`config.mk`:
```
export PLATFORM = sky130hd
export DESIGN_NAME = pcie_lane_serializer
export DESIGN_NICKNAME = d
export VERILOG_FILES = /design/src/rtl/pcie_lane_serializer.sv
export SDC_FILE = /design/constraint.sdc
export NUM_CORES = 1
export LEC_CHECK = 0
export BUFFER_PORTS_ARGS = -buffer_cell sky130_fd_sc_hd__buf_2
export CAP_MARGIN = 20
export CORE_MARGIN = 5
export CORE_UTILIZATION = 25
export CTS_BUF_LIST = sky130_fd_sc_hd__clkbuf_16
export DETAILED_ROUTE_END_ITERATION = 6
export GPL_ROUTABILITY_DRIVEN = 0
export PLACE_DENSITY = 0.44
export SLEW_MARGIN = 20
export SYNTH_ARGS = -nofsm -noshare
export SYNTH_HDL_FRONTEND = slang
export SYNTH_SLANG_ARGS = --single-unit
export TNS_END_PERCENT = 20
```
`constraint.sdc`:
```
create_clock -name clk -period 9.8 [get_ports clk]
set_input_delay 0.49 -clock clk [delete_from_list [all_inputs] [get_ports clk]]
set_output_delay 0.49 -clock clk [all_outputs]
set_load 0.01 [all_outputs]
```
`src/rtl/pcie_lane_serializer.sv`:
```
// pcie_lane_serializer: multi-lane parallel-to-serial converter with a one-word holding buffer.
module pcie_lane_serializer #(
    parameter int DATA_WIDTH = 128,
    parameter int LANES      = 4,
    parameter bit MSB_FIRST  = 1'b1,
    parameter bit IDLE_BIT   = 1'b0,
    localparam int SYM_WIDTH = DATA_WIDTH / LANES,
    localparam int CNT_W     = $clog2(SYM_WIDTH)
) (
    input  logic                  clk,
    input  logic                  reset,
    input  logic [DATA_WIDTH-1:0] data_in,
    input  logic                  in_valid,
    output logic                  in_ready,
    output logic [LANES-1:0]      data_out,
    output logic                  out_valid,
    output logic                  word_start,
    output logic                  underrun
);
    typedef enum logic {IDLE, SHIFT} state_t;
    localparam logic [CNT_W-1:0] LAST = CNT_W'(SYM_WIDTH - 1);
    state_t                          state_q, state_d;
    logic [CNT_W-1:0]                bit_cnt_q, bit_cnt_d;
    logic [LANES-1:0][SYM_WIDTH-1:0] sr_q, sr_d;
    logic [DATA_WIDTH-1:0]           buf_q, buf_d;
    logic                            buf_valid_q, buf_valid_d;
    logic                            underrun_q, underrun_d;
    logic                            last_bit, load;

    assign in_ready   = !buf_valid_q;
    assign out_valid  = state_q == SHIFT;
    assign word_start = state_q == SHIFT && bit_cnt_q == '0;
    assign underrun   = underrun_q;
    assign last_bit   = bit_cnt_q == LAST;
    // Reload happens from IDLE or on the last bit so words stream without gaps.
    assign load       = buf_valid_q && (state_q == IDLE || last_bit);

    always_comb begin
        state_d     = state_q;
        bit_cnt_d   = bit_cnt_q;
        sr_d        = sr_q;
        buf_d       = buf_q;
        buf_valid_d = buf_valid_q;
        underrun_d  = 1'b0;
        if (in_valid && in_ready) begin
            buf_d       = data_in;
            buf_valid_d = 1'b1;
        end
        if (load) begin
            state_d     = SHIFT;
            bit_cnt_d   = '0;
            sr_d        = buf_q;
            buf_valid_d = 1'b0;
        end else if (state_q == SHIFT && last_bit) begin
            state_d    = IDLE;
            underrun_d = 1'b1;
        end else if (state_q == SHIFT) begin
            bit_cnt_d = bit_cnt_q + 1'b1;
            for (int l = 0; l < LANES; l++)
                sr_d[l] = MSB_FIRST ? {sr_q[l][SYM_WIDTH-2:0], 1'b0} : {1'b0, sr_q[l][SYM_WIDTH-1:1]};
        end
    end

    always_comb begin
        data_out = {LANES{IDLE_BIT}};
        if (state_q == SHIFT)
            for (int l = 0; l < LANES; l++)
                data_out[l] = MSB_FIRST ? sr_q[l][SYM_WIDTH-1] : sr_q[l][0];
    end

    always_ff @(posedge clk or posedge reset) begin
        if (reset) begin
            state_q     <= IDLE;
            bit_cnt_q   <= '0;
            sr_q        <= '0;
            buf_q       <= '0;
            buf_valid_q <= 1'b0;
            underrun_q  <= 1'b0;
        end else begin
            state_q     <= state_d;
            bit_cnt_q   <= bit_cnt_d;
            sr_q        <= sr_d;
            buf_q       <= buf_d;
            buf_valid_q <= buf_valid_d;
            underrun_q  <= underrun_d;
        end
    end
endmodule

```
==> flow_summary.yaml, run 1 <==
status:
  outcome: "completed"
route:
  totalWireLength_mm: 23.37
  drcViolationCount: 0
  drt_iter0_drc: 271
  first_pass_iteration_count_of_the_detailed_router: 4
  detail_route.wl_per_cell_microns: 14.61
  vias: 6765
  post_drt_via_cell_ratio: 4.231
  post_drt_antenna_nets: 0
cells_and_area:
  layout.cells.most_common_list: "sky130_fd_sc_hd__dfrtp_1, sky130_fd_sc_hd__buf_2, sky130_fd_sc_hd__nand2_1, sky130_fd_sc_hd__mux2i_1, sky130_fd_sc_hd__mux2_2"
  area_delta_synth_final_pct: 17.18
  fin_nets: 1120
  fill_cells: 4599
  antennaDiodeCount: 0
  multi_input_area_sq_um: 4039
  final_common_cell: "sky130_fd_sc_hd__dfrtp_1"
  post_route_cells_drive_above_1_share_pct: 31.28
  layout.area.seq_sq_um: 6610
  final_core_utilization_pct: 29.56
flow_run:
  timing.max_cap.violations: 0
global_route:
  global_route_wire_length_before_repair_mm: 39.15
  largest_net_degree_at_the_start_of_global_routing: 133
  grt_antenna_before_repair: 0
  number_of_global_route_vias_before_repair: 7243
  globalRouteTotalUtil_pct: 9.517
  total_global_routing_overflow: 0
synth:
  synth_cells: 864
  post_synth_instance_area_sq_um: 11150
  synthDistinctLibCells: 28
  ys_seq_area_share_pct: 59.23
  mappedNetlistNets: 998
  synth_area_per_cell_sq_um: 12.91
  synth-warning-count: 0
  postSynthRegisterBits: 264
timing:
  max_slew_margin_pct: 33.07
  hold_violations: 0
  finalWorstPathRequiredPeriod_ps: 3202
  setup_repair_after_global_routing_missed_its_margin: "no"
  fin_crit_sh_pct: 32.67
  setup-violations-final: 0
  achievable-frequency_mhz: 312.3
  finClkSkew_ps: 13.78
  fin_setup_tns_ps: 0
  tightestPinTransition_ps: 1004
  finalMaxSlewViolations: 0
clock_network:
  clock_path_buffers: 3
  h-tree-depth: 1
  cts_repair_resize_count: 0
  cts_root_buffer: "sky130_fd_sc_hd__clkbuf_16"
  post_cts_buffers: 0
  cts_sinks: 264
  cts-buffers-inserted: 31
  path_clk_slew_ps: 60
  post_cts_hold_buffer_count: 0
  cts_tree: "built"
  clk_latency_ps: 560
floorplan:
  die_area_sq_um: 48940
  io_pins: 139
  dieWidth_microns: 221.2
  dieHeight_microns: 221.2
  design.core.area_sq_um: 44220
  initial_core_util_pct: 25.22
  rows: 77
setup_path:
  critPathMaxFanout: 54
  timing.setup.critical_path_class: "reg2out"
  crit_path_start_kind: "flip-flop"
  required_ps: 9310
  critPathCaptureType: "output pin"
  cp.arrival_ps: 2710
power_and_ir_drop:
  leakage_uw: 0.006476
  vdd_drop_max_v: 0.0001347
  powerDensity_nw_per_um2: 303.2
place:
  place_hpwl_mm: 14.22
  buffers_added_on_ports: 138
hold_path:
  min-delay-path-class: "in2reg"
==> critical path, stage by stage (launching register included) <==
cell,delay [ps]
sky130_fd_sc_hd__dfrtp_4,800
sky130_fd_sc_hd__buf_4,840
sky130_fd_sc_hd__inv_1,230
sky130_fd_sc_hd__buf_2,230
==> per-layer routing <==
layer / vias up / part of all wire (%) / track usage, %
met5: - / 0 / 0
met4: 0 / 2.0 / 2.041
met3: 36 / 4.9 / 2.465
met2: 118 / 46 / 15.50
met1: 3365 / 48 / 12.88
li1: 3246 / - / -
==> flip-flops by register name, summed over array words and instances (netlist names) <==
register	flops
underrun	1
sr_q	128
out_valid	1
buf_q	128
bit_cnt_q	5
buf_valid_q	1
==> cells by family after synthesis <==
| group | synth area share (%) |
|---|---|
| AO/OA/AOI/OAI | 5.878 |
| adder cells (fa/ha/maj) | 0.3365 |
| buffers and inverters | 4.610 |
| flip-flops | 59.23 |
| multiplexers | 24.60 |
| AND/OR/NAND/NOR | 5.350 |
==> path summary, 6_finish.rpt <==
path                              from           to  slack (ps)  depth (start not counted)
hold reg to reg                sr_q[1]      sr_q[2]         470                          2
hold / removal             data_in[47]    buf_q[47]         150                          2
min in group asynchronous        reset    buf_q[60]         160                          2
setup / recovery           buf_valid_q     in_ready        6600                          3
max in group asynchronous        reset  buf_valid_q        8180                          3
setup reg to reg           buf_valid_q    buf_q[54]        6680                          4
==> where the power goes <==
group,internal [uW],switching (uW),leakage (uW),total [uW]
registers,1560,282,0.00333,1840
logic,614,476,0.00268,1090
clock network,591,442,0.000471,1030
total,2760,1200,0.00648,3960
==> final cells by class <==
cell class	count	area share, %
clock buffers	31	5.935
well taps	592	5.667
inverters	4	0.1723
repair buffers	147	5.801
multi-input cells	538	30.90
flip-flops and latches	264	50.57
clock inverters	23	0.9572
==> Yosys cell counts <==
library cell / count / area share (%)
sky130_fd_sc_hd__a21o_1: 1 / 0.067
sky130_fd_sc_hd__o21ai_1: 30 / 1.3
sky130_fd_sc_hd__nor2b_2: 1 / 0.079
sky130_fd_sc_hd__buf_8: 11 / 1.5
sky130_fd_sc_hd__nand2_1: 131 / 4.4
sky130_fd_sc_hd__nand3_1: 1 / 0.045
sky130_fd_sc_hd__mux2_1: 1 / 0.10
sky130_fd_sc_hd__and3_1: 3 / 0.17
sky130_fd_sc_hd__and2_1: 4 / 0.22
sky130_fd_sc_hd__nor3_1: 1 / 0.045
sky130_fd_sc_hd__buf_4: 5 / 0.34
sky130_fd_sc_hd__buf_12: 1 / 0.18
sky130_fd_sc_hd__buf_2: 17 / 0.76
sky130_fd_sc_hd__mux2i_1: 129 / 12
sky130_fd_sc_hd__clkbuf_1: 8 / 0.27
sky130_fd_sc_hd__o31ai_1: 1 / 0.067
sky130_fd_sc_hd__mux2_2: 128 / 13
sky130_fd_sc_hd__nor2_1: 4 / 0.13
sky130_fd_sc_hd__nor4_1: 1 / 0.056
sky130_fd_sc_hd__a311o_1: 1 / 0.090
sky130_fd_sc_hd__or2b_1: 1 / 0.067
sky130_fd_sc_hd__nor2b_4: 1 / 0.12
sky130_fd_sc_hd__o21ai_0: 96 / 4.3
sky130_fd_sc_hd__ha_1: 3 / 0.34
sky130_fd_sc_hd__buf_6: 13 / 1.3
sky130_fd_sc_hd__inv_1: 4 / 0.13
sky130_fd_sc_hd__clkbuf_2: 3 / 0.13
sky130_fd_sc_hd__dfrtp_1: 264 / 59
==> stage by stage <==
stage                     worst slack (ps)  total power [uW]  hold WS (ps)  std cells  instance area, sq um
after floorplan                       2041              2750         447.5        864                 11150
after detailed placement              6539              2989         463.8       1545                 12170
after global routing                  6360              4285         113.1       1599                 13070
after CTS                             6465              4067         99.29       1599                 13070
final                                 6598              3964         151.0       1599                 13070
after global placement                6577              2967         459.5       1545                 12170
Power figures use the tool's default switching activity.
==> run 2, diff against run 1 <==
--- a/config.mk
+++ b/config.mk
@@ -5,6 +5,7 @@
 export SDC_FILE = /design/constraint.sdc
 export NUM_CORES = 1
 export LEC_CHECK = 0
+export ABC_AREA = 1
 export BUFFER_PORTS_ARGS = -buffer_cell sky130_fd_sc_hd__buf_2
 export CAP_MARGIN = 20
 export CORE_MARGIN = 5
==> constraint.sdc (replaced) <==
create_clock -name clk -period 3.2 [get_ports clk]
set_input_delay 0.16 -clock clk [delete_from_list [all_inputs] [get_ports clk]]
set_output_delay 0.16 -clock clk [all_outputs]
set_load 0.01 [all_outputs]
==> run 2 against run 1 <==
Via count increased by 40%. Non-clock buffer count grew 142. Final area increased by 13%. Die area is 0.43% higher. Routed wire length is 35% higher. Largest cell class unchanged. Hold slack gained 60 ps. Largest power group unchanged. Global-route usage increased by 3.5 points. Sequential share of layout area fell by 5.9 points. First-iteration DRC count rose by 140%. Register-to-register slack got worse by 5900 ps. Combinational power grew to 2.7 times the previous value.
==> flow_summary.yaml, run 2 <==
synth:
  synth.most_common_cell: "sky130_fd_sc_hd__nand2_1"
  synth_cells: 1304
  cell_types_occupying_the_most_area_after_synthesis: "sky130_fd_sc_hd__dfrtp_1, sky130_fd_sc_hd__nand2_1, sky130_fd_sc_hd__nand3_1"
  mappedNetlistNets: 1438
  number_of_flops_mapped_to_enable_cells_by_yosys: 0
  synth.cells.most_frequent: "sky130_fd_sc_hd__nand2_1, sky130_fd_sc_hd__nand3_1, sky130_fd_sc_hd__dfrtp_1"
  ys_seq_area_share_pct: 58.96
  synth_area_per_cell_sq_um: 8.592
  synthFlopType: "sky130_fd_sc_hd__dfrtp_1"
  synth_top_area_share_pct: 58.96
  synth-warning-count: 0
  async_reset_ff_share_pct: 100.0
  post_synth_instance_area_sq_um: 11200
  postSynthRegisterBits: 264
  synth_top_area_cell: "sky130_fd_sc_hd__dfrtp_1"
  synthDistinctLibCells: 18
timing:
  finClkSkew_ps: 6.572
  hold_violations: 0
  tightestPinTransition_ps: 741.0
  postLayoutSetupSlackWorst_ps: 813.0
  finalMaxSlewViolations: 0
  setup_repair_after_global_routing_missed_its_margin: "no"
  max_slew_margin_pct: 50.50
  fin_crit_sh_pct: 74.59
  finalWorstPathRequiredPeriod_ps: 2387
  setup-violations-final: 0
  achievable-frequency_mhz: 418.9
route:
  post_drt_via_cell_ratio: 4.413
  vias: 9480
  first_pass_iteration_count_of_the_detailed_router: 4
  drcViolationCount: 0
  totalWireLength_mm: 31.60
  drt_iter0_drc: 652
  detail_route.wl_per_cell_microns: 14.71
  post_drt_antenna_nets: 0
floorplan:
  dieWidth_microns: 221.7
  design.core.area_sq_um: 44320
  io_pins: 139
  initial_core_util_pct: 25.28
  rows: 77
  die_area_sq_um: 49150
  dieHeight_microns: 221.7
setup_path:
  critPathCaptureType: "flip-flop"
  critPathBufInv: 3
  timing.setup.critical_path_class: "reg2reg"
  r2r_cells: 11
  crit_path_top_delay_cell: "sky130_fd_sc_hd__dfrtp_1"
  required_ps: 3650
  crit_path_start_kind: "flip-flop"
  setup.worst_path.start: "bit_cnt_q[0]"
  critical_path.cell_chain: "ha_1, nand2_1, nor2_1, ha_1, inv_1, nand2_4, nand2_2, inv_2, buf_12, nand2_1, nand3_1"
  ff2ff_setup_slack_ps: 810
  critPathMaxFanout: 39
  reg2reg_from: "bit_cnt_q[0]"
  crit_family: "simple AND/OR/NAND/NOR gates"
  reg_to_reg_endpoint: "sr_q[27]"
  cp.arrival_ps: 2840
  critical-path-max-stage-delay_ps: 390
clock_network:
  cts-buffers-inserted: 34
  clk_latency_ps: 520
  path_clk_slew_ps: 50
  cts_sinks: 264
  post_cts_buffers: 0
  cts_root_buffer: "sky130_fd_sc_hd__clkbuf_16"
  h-tree-depth: 2
  post_cts_hold_buffer_count: 129
  cts_tree: "built"
  clock_path_buffers: 3
  cts_repair_resize_count: 0
cells_and_area:
  layout.area.seq_sq_um: 6610
  multi_input_area_sq_um: 4014
  layout_top_registers: "buf_q: 128 flops, sr_q: 128 flops, bit_cnt_q: 5 flops"
  fin_nets: 1665
  antennaDiodeCount: 0
  fill_cells: 4726
  post_route_cells_drive_above_1_share_pct: 13.75
  final_design_area_no_fill_sq_um: 14800
  layout.cells.most_common_list: "sky130_fd_sc_hd__nand2_1, sky130_fd_sc_hd__nand3_1, sky130_fd_sc_hd__dfrtp_1, sky130_fd_sc_hd__buf_2, sky130_fd_sc_hd__dlygate4sd3_1"
  final_common_cell: "sky130_fd_sc_hd__nand2_1"
  area_delta_synth_final_pct: 32.09
hold_path:
  whs_path_depth: 3
  min-delay-path-class: "in2reg"
  worst_hold_startpoint: "in_valid"
  worst_hold_path.endpoint: "buf_q[67]"
place:
  buffers_added_on_ports: 138
  dpl-instance-area_sq_um: 12430
  placement.setup.worst_slack_ps: 771.9
  place_hpwl_mm: 18.81
global_route:
  grt_antenna_before_repair: 0
  largest_net_degree_at_the_start_of_global_routing: 103
  total_global_routing_overflow: 0
  groute.layer.met1.usage_pct: 17.69
  layer_carrying_the_most_global_route_usage: "met2"
  met2_usage_pct: 21.43
  globalRouteTotalUtil_pct: 13.02
  grtUsageMet3_pct: 2.621
  number_of_global_route_vias_before_repair: 9982
  global_route_wire_length_before_repair_mm: 53.27
power_and_ir_drop:
  vdd_drop_max_v: 0.0003595
  leakage_uw: 0.007419
  powerDensity_nw_per_um2: 823.1
status:
  outcome: "completed"
flow_run:
  timing.max_cap.violations: 0
## run 2: cell count changes after synthesis, moves of 4 or more
cell	change
sky130_fd_sc_hd__mux2_2	-128
sky130_fd_sc_hd__buf_2	+23
sky130_fd_sc_hd__mux2i_1	-129
sky130_fd_sc_hd__o21ai_0	-91
sky130_fd_sc_hd__inv_1	+8
sky130_fd_sc_hd__nand2_1	+399
sky130_fd_sc_hd__buf_8	-11
sky130_fd_sc_hd__buf_1	+4
sky130_fd_sc_hd__nand3_1	+377
sky130_fd_sc_hd__and2_1	-4
sky130_fd_sc_hd__o21ai_1	-30
sky130_fd_sc_hd__inv_2	+4
sky130_fd_sc_hd__clkbuf_1	+26
## run 2: logic make-up after synthesis
group | synth area share [%]
AO/OA/AOI/OAI | 0.3126
adder cells (fa/ha/maj) | 0.3350
buffers and inverters | 5.371
flip-flops | 58.96
AND/OR/NAND/NOR | 35.02
## run 2: power by group
group	internal [uW]	switching [uW]
logic	1090	1890
registers	4740	787
clock network	2230	1450
total	8060	4120
## run 2: worst max-delay path by stage
stage	end	slack, ps	depth (start not counted)
after floorplan	bit_cnt_q[0]	-440	1
after global placement	sr_q[12]	830	11
after detailed placement	sr_q[27]	770	11
after CTS	sr_q[27]	750	11
after global routing	sr_q[4]	530	11
final	sr_q[27]	810	11
## run 2: layer usage
metal  wire, microns  up-vias  share of wire [%]
met1           14940     4574                 47
met5               0        -                  0
met3            1164       42                3.7
met2           14860      153                 47
li1                -     4711                  -
met4             632        0                2.0
## run 2: area by class of cell
class,instances,share of cell area (%)
clock inverters,24,1.040
multi-input cells,926,27.12
clock buffers,37,6.256
inverters,16,0.4650
flip-flops and latches,264,44.66
well taps,592,5.005
repair buffers,289,15.45
## run 2: through the flow
stage          hold slack, ps  TNS (ps)  cells  power [uW]  utilization, %
2_1_floorplan           304.5   -117090   1304        7587               -
3_3_place_gp            338.1         0   1958        8455           28.05
3_5_place_dp            343.3         0   1958        8530           28.05
4_1_cts                 180.3         0   2148       12440           33.40
5_1_grt                 224.5         0   2148       13160           33.40
6_report                211.3         0   2148       12180           33.40
## run 2: tightest hold or removal path, cell delays in order
cell                      delay (ps)
sky130_fd_sc_hd__buf_4           300
sky130_fd_sc_hd__nand3_1         170
sky130_fd_sc_hd__nand2_1          50
==> run 3, diff against run 2 <==
--- a/config.mk
+++ b/config.mk
@@ -5,7 +5,7 @@
 export SDC_FILE = /design/constraint.sdc
 export NUM_CORES = 1
 export LEC_CHECK = 0
-export ABC_AREA = 1
+export ABC_AREA = 0
 export BUFFER_PORTS_ARGS = -buffer_cell sky130_fd_sc_hd__buf_2
 export CAP_MARGIN = 20
 export CORE_MARGIN = 5
==> constraint.sdc (replaced) <==
create_clock -name clk -period 2.33 [get_ports clk]
set_input_delay 0.1165 -clock clk [delete_from_list [all_inputs] [get_ports clk]]
set_output_delay 0.1165 -clock clk [all_outputs]
set_load 0.01 [all_outputs]
==> run 3 against run 2 <==
Sequential power rose by 39%. Via count fell by 23%. First-iteration DRC count fell by 39%. Worst setup slack got worse by 560 ps. Sequential share of layout area rose by 0.068 points. Final area fell by 0.15%. Combinational power rose by 68%. Critical path depth fell by 6. Die area fell by 0.42%. Power rose by 47%. Global-route usage fell by 2.5 points. Cell count fell by 19%. Largest power group unchanged.
==> flow_summary.yaml, run 3 (synthesis gave the netlist of run 1 again) <==
status:
  outcome: "completed"
cells_and_area:
  post_route_cells_drive_above_1_share_pct: 29.05
  antennaDiodeCount: 0
  final_design_area_no_fill_sq_um: 14780
  fin_nets: 1262
  layout.cells.most_common_list: "sky130_fd_sc_hd__dfrtp_1, sky130_fd_sc_hd__buf_2, sky130_fd_sc_hd__nand2_1, sky130_fd_sc_hd__mux2i_1, sky130_fd_sc_hd__dlygate4sd3_1"
  area_delta_synth_final_pct: 32.48
  final_cell_count_no_fill: 1745
  final_common_cell: "sky130_fd_sc_hd__dfrtp_1"
  layout_top_registers: "buf_q: 128 flops, sr_q: 128 flops, bit_cnt_q: 5 flops"
global_route:
  number_of_global_route_vias_before_repair: 8021
  layer_carrying_the_most_global_route_usage: "met2"
  met2_usage_pct: 16.27
  groute.layer.met1.usage_pct: 14.47
  grt_antenna_before_repair: 0
  global_route_wire_length_before_repair_mm: 42.92
  globalRouteTotalUtil_pct: 10.54
  largest_net_degree_at_the_start_of_global_routing: 107
  grtUsageMet3_pct: 2.677
  total_global_routing_overflow: 0
timing:
  finalWorstPathRequiredPeriod_ps: 2072
  setup_repair_after_global_routing_missed_its_margin: "no"
  max_slew_margin_pct: 56.47
  fin_crit_sh_pct: 88.94
  tightestPinTransition_ps: 647.0
  setup-violations-final: 0
  finClkSkew_ps: 11.21
  achievable-frequency_mhz: 482.6
  hold_violations: 0
  finalMaxSlewViolations: 0
hold_path:
  min-delay-path-class: "in2async"
place:
  dpl-instance-area_sq_um: 12390
  buffers_added_on_ports: 138
  place_hpwl_mm: 15.08
  placed_cells: 1555
floorplan:
  dieWidth_microns: 221.2
  die_area_sq_um: 48940
  design.core.area_sq_um: 44220
  io_pins: 139
  dieHeight_microns: 221.2
  initial_core_util_pct: 25.22
  rows: 77
setup_path:
  timing.setup.critical_path_class: "reg2out"
  r2r_cells: 7
  crit_path_start_kind: "flip-flop"
  cp.arrival_ps: 1960
  ff2ff_setup_slack_ps: 380
  reg_to_reg_endpoint: "bit_cnt_q[2]"
  critPathMaxFanout: 3
  reg2reg_from: "bit_cnt_q[0]"
  critPathCaptureType: "output pin"
  required_ps: 2210
clock_network:
  clock_path_buffers: 3
  cts_root_buffer: "sky130_fd_sc_hd__clkbuf_16"
  post_cts_hold_buffer_count: 129
  clk_latency_ps: 520
  path_clk_slew_ps: 60
  cts_tree: "built"
  cts_repair_resize_count: 0
  cts_sinks: 264
  cts-buffers-inserted: 34
  h-tree-depth: 2
  post_cts_buffers: 0
route:
  drcViolationCount: 0
  detail_route.wl_per_cell_microns: 14.31
  first_pass_iteration_count_of_the_detailed_router: 4
  post_drt_antenna_nets: 0
  post_drt_via_cell_ratio: 4.157
  drt_iter0_drc: 400
  vias: 7254
  totalWireLength_mm: 24.98
power_and_ir_drop:
  leakage_uw: 0.007209
  vdd_drop_max_v: 0.0007131
  powerDensity_nw_per_um2: 1208
flow_run:
  timing.max_cap.violations: 0
[run 3: critical path: stages (launching register included)]
cell,delay [ps]
sky130_fd_sc_hd__dfrtp_1,400
sky130_fd_sc_hd__inv_1,100
sky130_fd_sc_hd__ha_1,140
sky130_fd_sc_hd__nand2_1,50
sky130_fd_sc_hd__nor4_1,500
sky130_fd_sc_hd__buf_2,250
[run 3: worst max-delay path by stage]
stage	start	to	slack [ps]	cells after the start
3_3_place_gp	bit_cnt_q[0]	bit_cnt_q[2]	420	7
3_5_place_dp	bit_cnt_q[0]	sr_q[81]	380	7
5_1_grt	out_valid	word_start	90	3
6_report	bit_cnt_q[0]	word_start	260	5
4_1_cts	out_valid	word_start	130	3
2_1_floorplan	reset	bit_cnt_q[0]	-1270	1
[run 3: area by class of cell]
| cell class | instances | area (sq um) |
|---|---|---|
| clock inverter | 26 | 219.0 |
| multi-input combinational | 538 | 4039 |
| clock buffer | 35 | 875.8 |
| inverter | 4 | 18.77 |
| sequential | 264 | 6610 |
| fill | 4397 | 29440 |
| tap | 592 | 740.7 |
| timing repair buffer | 286 | 2275 |
[run 3: report_power, final]
part / switching, uW / internal [uW] / leakage, uW
clock: 2020 / 3160 / 0.000566
combinational: 2200 / 2820 / 0.00332
sequential: 1100 / 6560 / 0.00333
total: 5310 / 12500 / 0.00721
[run 3: per-stage QoR]
stage / worst slack, ps / power, uW / util [%] / TNS (ps) / hold WS, ps
floorplan: -1270 / 11570 / - / -335290 / 268.1
finish: 257.8 / 17850 / 33.42 / 0 / 97.34
global route: 85.05 / 19280 / 33.42 / 0 / 125.7
CTS: 128.4 / 18260 / 33.42 / 0 / 62.71
global placement: 420.7 / 12630 / 28.02 / 0 / 91.19
detailed placement: 377.1 / 12740 / 28.02 / 0 / 90.11
[run 3: per-layer routing]
layer	part of all wire, %	routed length, microns
met3	4.8	1200
met1	49	12170
met5	0	0
met2	44	10950
met4	2.7	664
